`config.mk`:
```
export PLATFORM = sky130hd
export DESIGN_NAME = alu_seq
export DESIGN_NICKNAME = d
export VERILOG_FILES = /design/src/rtl/alu_pkg.sv /design/src/rtl/alu_mul_iter.sv /design/src/rtl/alu_seq.sv
export SDC_FILE = /design/constraint.sdc
export NUM_CORES = 1
export LEC_CHECK = 0
export BUFFER_PORTS_ARGS = -buffer_cell sky130_fd_sc_hd__clkbuf_2
export CORE_ASPECT_RATIO = 1.2
export CORE_UTILIZATION = 40
export CTS_CLUSTER_SIZE = 8
export DETAILED_ROUTE_END_ITERATION = 10
export GPL_TIMING_DRIVEN = 0
export PLACE_DENSITY = 0.58
export SYNTH_ARGS = -nofsm -noshare
export SYNTH_HDL_FRONTEND = slang
export SYNTH_SLANG_ARGS = --single-unit
```
`constraint.sdc`:
```
create_clock -name CLK -period 3.85 [get_ports CLK]
set_input_delay 0.5775 -clock CLK [delete_from_list [all_inputs] [get_ports CLK]]
set_output_delay 0.5775 -clock CLK [all_outputs]
set_load 0.05 [all_outputs]
```
`src/rtl/alu_pkg.sv`:
```
// Shared opcode and FSM state definitions for the sequential ALU.
package alu_pkg;

  localparam logic [3:0] OP_FWD = 4'b0000;
  localparam logic [3:0] OP_ADD = 4'b0001;
  localparam logic [3:0] OP_AND = 4'b0010;
  localparam logic [3:0] OP_OR  = 4'b0011;
  localparam logic [3:0] OP_MUL = 4'b0100;
  localparam logic [3:0] OP_SUB = 4'b0101;
  localparam logic [3:0] OP_SLL = 4'b0110;
  localparam logic [3:0] OP_SRL = 4'b0111;
  localparam logic [3:0] OP_SRA = 4'b1000;
  localparam logic [3:0] OP_ROR = 4'b1001;

  typedef enum logic [1:0] {
    ST_IDLE  = 2'd0,
    ST_MUL   = 2'd1,
    ST_SHIFT = 2'd2
  } state_t;

endpackage

```
`src/rtl/alu_mul_iter.sv`:
```
// Iterative unsigned shift-add multiplier: one partial product per clock,
// done asserts combinationally during the final step with the full product.
module alu_mul_iter
  import alu_pkg::*;
#(
  parameter int WIDTH = 8
) (
  input  logic               clk,
  input  logic               rst,
  input  logic               start,
  input  logic [WIDTH-1:0]   a,
  input  logic [WIDTH-1:0]   b,
  output logic               done,
  output logic [2*WIDTH-1:0] product
);

  localparam int CW = $clog2(WIDTH);

  logic [2*WIDTH-1:0] a_p0;
  logic [2*WIDTH-1:0] acc_p0;
  logic [WIDTH-1:0]   b_p0;
  logic [CW-1:0]      cnt_p0;
  logic               busy;

  // product is the accumulator after the current step, so the last step's
  // value is available in the same cycle done is raised
  assign product = acc_p0 + (b_p0[0] ? a_p0 : '0);
  assign done    = busy && (cnt_p0 == CW'(WIDTH - 1));

  always_ff @(posedge clk) begin
    if (rst) begin
      busy   <= 1'b0;
      cnt_p0 <= '0;
    end else if (start) begin
      busy   <= 1'b1;
      cnt_p0 <= '0;
    end else if (done) begin
      busy   <= 1'b0;
    end else if (busy) begin
      cnt_p0 <= cnt_p0 + CW'(1);
    end
  end

  always_ff @(posedge clk) begin
    if (start) begin
      a_p0   <= {{WIDTH{1'b0}}, a};
      b_p0   <= b;
      acc_p0 <= '0;
    end else if (busy) begin
      acc_p0 <= product;
      a_p0   <= a_p0 << 1;
      b_p0   <= b_p0 >> 1;
    end
  end

endmodule

```
`src/rtl/alu_seq.sv`:
```
// Registered execute-stage ALU: single-cycle logic/arith ops, bit-serial
// shifts and an iterative multiplier behind a valid/ready handshake.
module alu_seq
  import alu_pkg::*;
#(
  parameter int WIDTH = 8,
  parameter int SHW   = $clog2(WIDTH)
) (
  input  logic             CLK,
  input  logic             RESET,
  input  logic             IN_VALID,
  output logic             IN_READY,
  input  logic [WIDTH-1:0] DATA1,
  input  logic [WIDTH-1:0] DATA2,
  input  logic [3:0]       SELECT,
  output logic             OUT_VALID,
  output logic [WIDTH-1:0] RESULT,
  output logic             ZERO,
  output logic             CARRY,
  output logic             OVF
);

  // Returns {carry, result} for every op that completes in the accept cycle.
  function automatic logic [WIDTH:0] alu_single(input logic [3:0] op,
                                                input logic [WIDTH-1:0] a,
                                                input logic [WIDTH-1:0] b);
    logic [WIDTH:0] r;
    r = '0;
    case (op)
      OP_FWD: r = {1'b0, b};
      OP_ADD: r = {1'b0, a} + {1'b0, b};
      OP_AND: r = {1'b0, a & b};
      OP_OR:  r = {1'b0, a | b};
      OP_SUB: begin
        r = {1'b0, a} - {1'b0, b};
        r[WIDTH] = ~r[WIDTH];
      end
      OP_SLL, OP_SRL, OP_SRA, OP_ROR: r = {1'b0, a};
      default: r = '0;
    endcase
    return r;
  endfunction

  function automatic logic [WIDTH-1:0] shift_step(input logic [3:0] op,
                                                  input logic [WIDTH-1:0] v);
    logic signed [WIDTH-1:0] sv;
    logic [WIDTH-1:0]        r;
    sv = signed'(v);
    case (op)
      OP_SLL:  r = v << 1;
      OP_SRL:  r = v >> 1;
      OP_SRA:  r = sv >>> 1;
      OP_ROR:  r = {v[0], v[WIDTH-1:1]};
      default: r = v;
    endcase
    return r;
  endfunction

  state_t             state, next_state;
  logic               accept, is_mul, is_shift;
  logic               start_mul, start_shift, single;
  logic [SHW-1:0]     shamt;
  logic [WIDTH:0]     single_res;
  logic               mul_done;
  logic [2*WIDTH-1:0] mul_product;
  logic [3:0]         op_p0;
  logic [WIDTH-1:0]   sh_val_p0, sh_next;
  logic [SHW-1:0]     sh_cnt_p0;
  logic               shift_done;

  assign IN_READY    = (state == ST_IDLE);
  assign accept      = IN_VALID && IN_READY;
  assign shamt       = DATA2[SHW-1:0];
  assign is_mul      = (SELECT == OP_MUL);
  assign is_shift    = (SELECT == OP_SLL) || (SELECT == OP_SRL) ||
                       (SELECT == OP_SRA) || (SELECT == OP_ROR);
  assign start_mul   = accept && is_mul;
  assign start_shift = accept && is_shift && (shamt != '0);
  assign single      = accept && !start_mul && !start_shift;
  assign single_res  = alu_single(SELECT, DATA1, DATA2);
  assign sh_next     = shift_step(op_p0, sh_val_p0);
  assign shift_done  = (state == ST_SHIFT) && (sh_cnt_p0 == SHW'(1));
  assign ZERO        = (RESULT == '0);

  alu_mul_iter #(.WIDTH(WIDTH)) u_mul (
    .clk     (CLK),
    .rst     (RESET),
    .start   (start_mul),
    .a       (DATA1),
    .b       (DATA2),
    .done    (mul_done),
    .product (mul_product)
  );

  always_ff @(posedge CLK) begin
    if (RESET) state <= ST_IDLE;
    else       state <= next_state;
  end

  always_comb begin
    next_state = state;
    case (state)
      ST_IDLE: begin
        if (start_mul)        next_state = ST_MUL;
        else if (start_shift) next_state = ST_SHIFT;
      end
      ST_MUL:   if (mul_done)   next_state = ST_IDLE;
      ST_SHIFT: if (shift_done) next_state = ST_IDLE;
      default:  next_state = ST_IDLE;
    endcase
  end

  // Shift stage: operand and remaining count captured at accept
  always_ff @(posedge CLK) begin
    if (start_shift) begin
      op_p0     <= SELECT;
      sh_val_p0 <= DATA1;
      sh_cnt_p0 <= shamt;
    end else if (state == ST_SHIFT) begin
      sh_val_p0 <= sh_next;
      sh_cnt_p0 <= sh_cnt_p0 - SHW'(1);
    end
  end

  // Completion stage: exactly one of the three sources can fire per cycle
  always_ff @(posedge CLK) begin
    if (RESET) begin
      RESULT    <= '0;
      CARRY     <= 1'b0;
      OVF       <= 1'b0;
      OUT_VALID <= 1'b0;
    end else begin
      OUT_VALID <= 1'b0;
      if (single) begin
        RESULT    <= single_res[WIDTH-1:0];
        CARRY     <= single_res[WIDTH];
        OVF       <= 1'b0;
        OUT_VALID <= 1'b1;
      end else if ((state == ST_MUL) && mul_done) begin
        RESULT    <= mul_product[WIDTH-1:0];
        CARRY     <= 1'b0;
        OVF       <= |mul_product[2*WIDTH-1:WIDTH];
        OUT_VALID <= 1'b1;
      end else if (shift_done) begin
        RESULT    <= sh_next;
        CARRY     <= 1'b0;
        OVF       <= 1'b0;
        OUT_VALID <= 1'b1;
      end
    end
  end

endmodule

```
### Yosys cells after proc, flatten, opt, wreduce, memory -nomap -nowiden

Cells that the tools add are included.

* $add $sub $neg: 5
* equality and inequality tests: 20
* multiplexer cells: 28
* bitwise logic cells: 4
* reductions and logical operators: 29

Operator list (number)
* $mux 8: 9
* $pmux 9 s6: 1
* $pmux 8 s4: 1
* $eq 4x3->1 const B: 6
* $add 16x16->16: 1
* $eq 4x4->1 const B: 4
* $mux 16: 1
* $add 8x8->9: 1
* $logic_and 1x1->1: 9
* $mux 1: 9
* $sub 8x8->9: 1
* $and 8x8->8: 1
* $eq 4x2->1 const B: 2
* $logic_not 8->1: 1
* $mux 2: 4
* $or 8x8->8: 1
* $reduce_bool 2->1: 4
* $reduce_or 8->1: 1
* $mux 3: 2
* $pmux 2 s3: 1
* $reduce_bool 3->1: 2
* $eq 4x1->1 const B: 1
* $logic_not 4->1: 1
* $ne 2x2->1 const B: 2
* other kinds (15): 20

* bits in registers: 72
* bits of input ports: 23
* output and inout port bits: 13
* logic and storage cells: 100

### Depth between registers and ports, before layout

* depth in word-level cells: 9
* depth in mapped cells: 11
* gate-level depth less buffers: 11

### Hierarchy

From an unflattened synthesis, not the netlist that was laid out.

* cell total of the unflattened synthesis: 608
* area total of the unflattened synthesis: 5436.5 um2

Modules (own cells, without submodules)
* alu_seq: times used 1, cells an instance 352, area an instance 2896.5 um2, sequential area each 710.7 um2
* alu_mul_iter: times used 1, cells an instance 256, area an instance 2539.9 um2, sequential area each 1041.0 um2

### Worst setup path before layout

OpenSTA, ideal clock, no wires.

* kind: register -> register
* start point: reg u_mul.b_p0[0]
* end point: reg OVF
* arrival time: 2.579 ns
* data required time: 3.716 ns
* slack: 1.138 ns
* cell stages (with the launch flop): 12
* buffers on the path: 1
* cell sequence: edfxtp_1 clkbuf_1 and2_1 ha_1 fa_1 a21oi_2 o22ai_1 o41ai_4 mux2i_1 o32a_1 a2111oi_2 a31oi_1

* cells in the longest elaborated chain, start to end: 4

Ends and longest elaborated chain
* start, declared: RTL line alu_mul_iter.sv:21 `logic [WIDTH-1:0] b_p0;`
* start signal, assigned: RTL line alu_mul_iter.sv:52 `b_p0 <= b_p0 >> 1;`
* $mux 16: RTL line alu_mul_iter.sv:27 `assign product = acc_p0 + (b_p0[0] ? a_p0 : '0);`
* $add 16x16->16: RTL line alu_mul_iter.sv:27
* $reduce_or 8->1: RTL line alu_seq.sv:142 `OVF <= |mul_product[2*WIDTH-1:WIDTH];`
* $mux 1: RTL line alu_seq.sv:139 `end else if ((state == ST_MUL) && mul_done) begin`
* end signal, assigned: RTL line alu_seq.sv:142
* end, declared: RTL line alu_seq.sv:20 `output logic OVF`

No other way between the ends.
A chain may end at the register's enable or synchronous reset.

### Worst setup path after layout

Same ends and word-level chain as after synthesis.

==> results.sh <==
export IMPL_dr_pass1_iters=5
export IMPL_dpl_instance_area_mm2=0.00579
export IMPL_path_class="reg -> reg"
export IMPL_post_cts_buffers=0
export IMPL_endpoint="OVF$_SDFFE_PP0P_"
export IMPL_track_usage=0.221
export IMPL_cts_hold_buffers_added=0
export IMPL_syn_inst=591
export IMPL_r2r_cells=11
export IMPL_initial_core_util=0.410
export IMPL_synth_flop_cell="dfxtp_1"
export IMPL_core_area_mm2=0.0132
export IMPL_dieHeight_um=129
export IMPL_synthArstFlopShare=0
export IMPL_worstSetupStartpointType="flip-flop"
export IMPL_grt_overflow=0
export IMPL_synth_seq_area_share=0.324
export IMPL_startpoint="u_mul.b_p0[0]$_DFFE_PP_"
export IMPL_synth_seq_cells=72
export IMPL_synth_edff_count=31
export IMPL_finalCritPeriodShare=0.828
export IMPL_netlist_area_mm2=0.00541
export IMPL_clock_path_buffers=2
export IMPL_syn_nets=660
export IMPL_hold_viol=0
export IMPL_vdd_ir_drop_max_mv=0.196
export IMPL_yosysTopAreaCell="edfxtp_1"
export IMPL_cp_cell_sequence="clkbuf_1, and2_1, ha_1, fa_1, a21oi_2, o22ai_1, o41ai_4, mux2i_1, o32a_1, a2111oi_2, a31oi_1"
export IMPL_reg2reg_from="u_mul.b_p0[0]$_DFFE_PP_"
export IMPL_rrSetupSlack_ns=0.66
export IMPL_drive_above_1_share=0.167
export IMPL_status="complete, no violations"
export IMPL_end_kind="flip-flop"
export IMPL_htree_levels=3
export IMPL_num_rows=46
export IMPL_setup_tns_ns=0
export IMPL_final_area_mm2=0.00612
export IMPL_cp_data_arrival_time_ns=3.40
export IMPL_cts_tree="built"
export IMPL_hold_class="in -> reg"
export IMPL_dieArea_mm2=0.0140
export IMPL_drtAntennaViolNets=0
export IMPL_grt_pass1_vias=4529
export IMPL_r2r_end="OVF$_SDFFE_PP0P_"
export IMPL_antenna_found_initial=0
export IMPL_synthTopCellsByArea="edfxtp_1 17%, dfxtp_1 15%, ha_1 9.9%, mux2i_1 6.3%, nor2_1 5.2%"
export IMPL_drt_wl_total_mm=14.4
export IMPL_ys_types=73
export IMPL_p_leak_uw=0.00254
export IMPL_maxSlewViolCount=0
export IMPL_clkTransAtPathRegs_ns=0.06
export IMPL_grt_start_max_net_pins=17
export IMPL_min_from="SELECT[2]"
export IMPL_clkLatencyLatePin_ns=0.34
export IMPL_cp_max_fo=10
export IMPL_die_width_um=108
export IMPL_required_ns=4.06
export IMPL_wl_per_cell_um=17.8
export IMPL_via_per_inst=5.67
export IMPL_antennaDiodeCount=0
export IMPL_slew_headroom=0.550
export IMPL_yosysTopAreaCellShare=0.172
export IMPL_worstMarginPinSlew_ns=0.675
export IMPL_yosysWarnings=0
export IMPL_cts_resized=0
export IMPL_area_delta_synth_final_pct=13.1
export IMPL_cts_root_buf="clkbuf_16"
export IMPL_drc=0
export IMPL_powerDensity_mw_per_mm2=520
export IMPL_skew_ns=0.00639
export IMPL_crit_slowest_cell="edfxtp_1"
export IMPL_layout_min_cycle_time_ns=3.19
export IMPL_fmax_ghz=0.314
export IMPL_cts_sinks=72
export IMPL_rsz0062_at_grt="no"
export IMPL_place_gp_congestion=0.886
export IMPL_hpwl_mm=11.5
export IMPL_grt_pass1_wl_mm=23.2
export IMPL_fin_nets=705
export IMPL_final_setup_viol_count=0
export IMPL_cts_buffers=9
export IMPL_avgSynthCellArea_um2=9.15
export IMPL_synth_common_cells="75 x nor2_1, 43 x ha_1, 41 x dfxtp_1"
export IMPL_maxCapViolCount=0
export IMPL_yosysMostFrequentCell="nor2_1"
export IMPL_drt_iter0_markers=241
export IMPL_ios=36
export IMPL_critPathMaxStageDelay_ns=0.48
export IMPL_vias=4584
export IMPL_port_buffers=34
export IMPL_fillers=1292
-- state kept, by name, summed over array words and instances, names as in the netlist --
| register | flops |
|---|---|
| sh_cnt_p0 | 3 |
| u_mul.acc_p0 | 16 |
| state | 2 |
| OVF | 1 |
| sh_val_p0 | 8 |
| u_mul.b_p0 | 8 |
| op_p0 | 4 |
| CARRY | 1 |
| u_mul.a_p0 | 16 |
| RESULT | 8 |
| u_mul.busy | 1 |
| OUT_VALID | 1 |
| u_mul.cnt_p0 | 3 |
-- critical path, delay by kind of cell, from the launching register on --
kind                       cells  cell delay, ns
AOI/OAI and AO/OA              6            1.32
adders and majority gates      2            0.65
DFF                            1            0.48
buffers and inverters          1            0.26
and+or+nand+nor                1            0.19
muxes                          1            0.15
-- kinds of logic after synthesis --
logic type,count (synthesis),synth area share
AND/OR/NAND/NOR,178,0.163
AO/OA/AOI/OAI,166,0.226
flip-flops,72,0.324
buffers and inverters,57,0.0433
multiplexers,53,0.102
adder cells (fa/ha/maj),46,0.111
XOR/XNOR,19,0.0308
-- layout by cell type, fill, tap and decap left out, types with 4 or more instances in the layout --
cell,n
edfxtp_1,31
and3_1,4
dfxtp_1,41
mux2_2,18
nand2b_1,14
xnor2_1,11
nand3_1,8
nor2_1,75
a22oi_1,4
nand2_1,21
o22ai_1,9
a222oi_1,6
nor3_1,9
o22a_1,6
inv_1,30
a211oi_1,12
a21oi_1,40
ha_1,43
mux2i_1,34
and2_1,18
o21ai_0,27
buf_2,13
clkbuf_1,12
nor2b_1,9
xor2_1,8
a21o_1,9
clkbuf_2,34
clkbuf_16,9
-- per-stage QoR --
| stage | setup WS [ns] | hold slack [ns] | instances | util | total power (uW) |
|---|---|---|---|---|---|
| detailed placement | 0.679 | 0.470 | 793 | 0.439 | 2260 |
| floorplan | 1.14 | 0.455 | 591 | - | 1990 |
| global route | 0.528 | 0.450 | 809 | 0.464 | 3380 |
| global placement | 0.702 | 0.469 | 793 | 0.439 | 2240 |
| CTS | 0.660 | 0.451 | 809 | 0.464 | 3200 |
| finish | 0.661 | 0.458 | 809 | 0.464 | 3180 |
-- per-layer routing --
layer  global-route usage  up-vias  part of all wire
met4                0.124        0             0.045
li1                     -     2279                 -
met5                    0        -                 0
met2                0.403      113              0.52
met3               0.0327       31             0.034
met1                0.242     2161              0.40
-- worst min-delay path by stage --
stage	to	slack, ns	cells after the start
after global placement	u_mul.acc_p0[14]$_SDFFE_PP0P_	0.47	2
after floorplan	u_mul.acc_p0[14]$_SDFFE_PP0P_	0.45	2
after global routing	op_p0[2]$_DFFE_PP_	0.45	1
after CTS	op_p0[2]$_DFFE_PP_	0.45	1
after detailed placement	u_mul.acc_p0[14]$_SDFFE_PP0P_	0.47	2
final	op_p0[2]$_DFFE_PP_	0.46	1
-- cell type report --
class,count,area (um^2),area share
clock inverter,7,103,0.0168
buffer,27,121,0.0198
clock buffer,9,225,0.0368
inverter,30,113,0.0184
tap,168,210,0.0344
multi-input combinational,462,3420,0.560
sequential,72,1750,0.286
timing repair buffer,34,170,0.0278
-- power by group --
part	internal [uW]	switching, uW
registers	945	91.4
logic	492	733
clock network	574	344
total	2010	1170
Note: power is estimated with default switching activity, not from simulation.
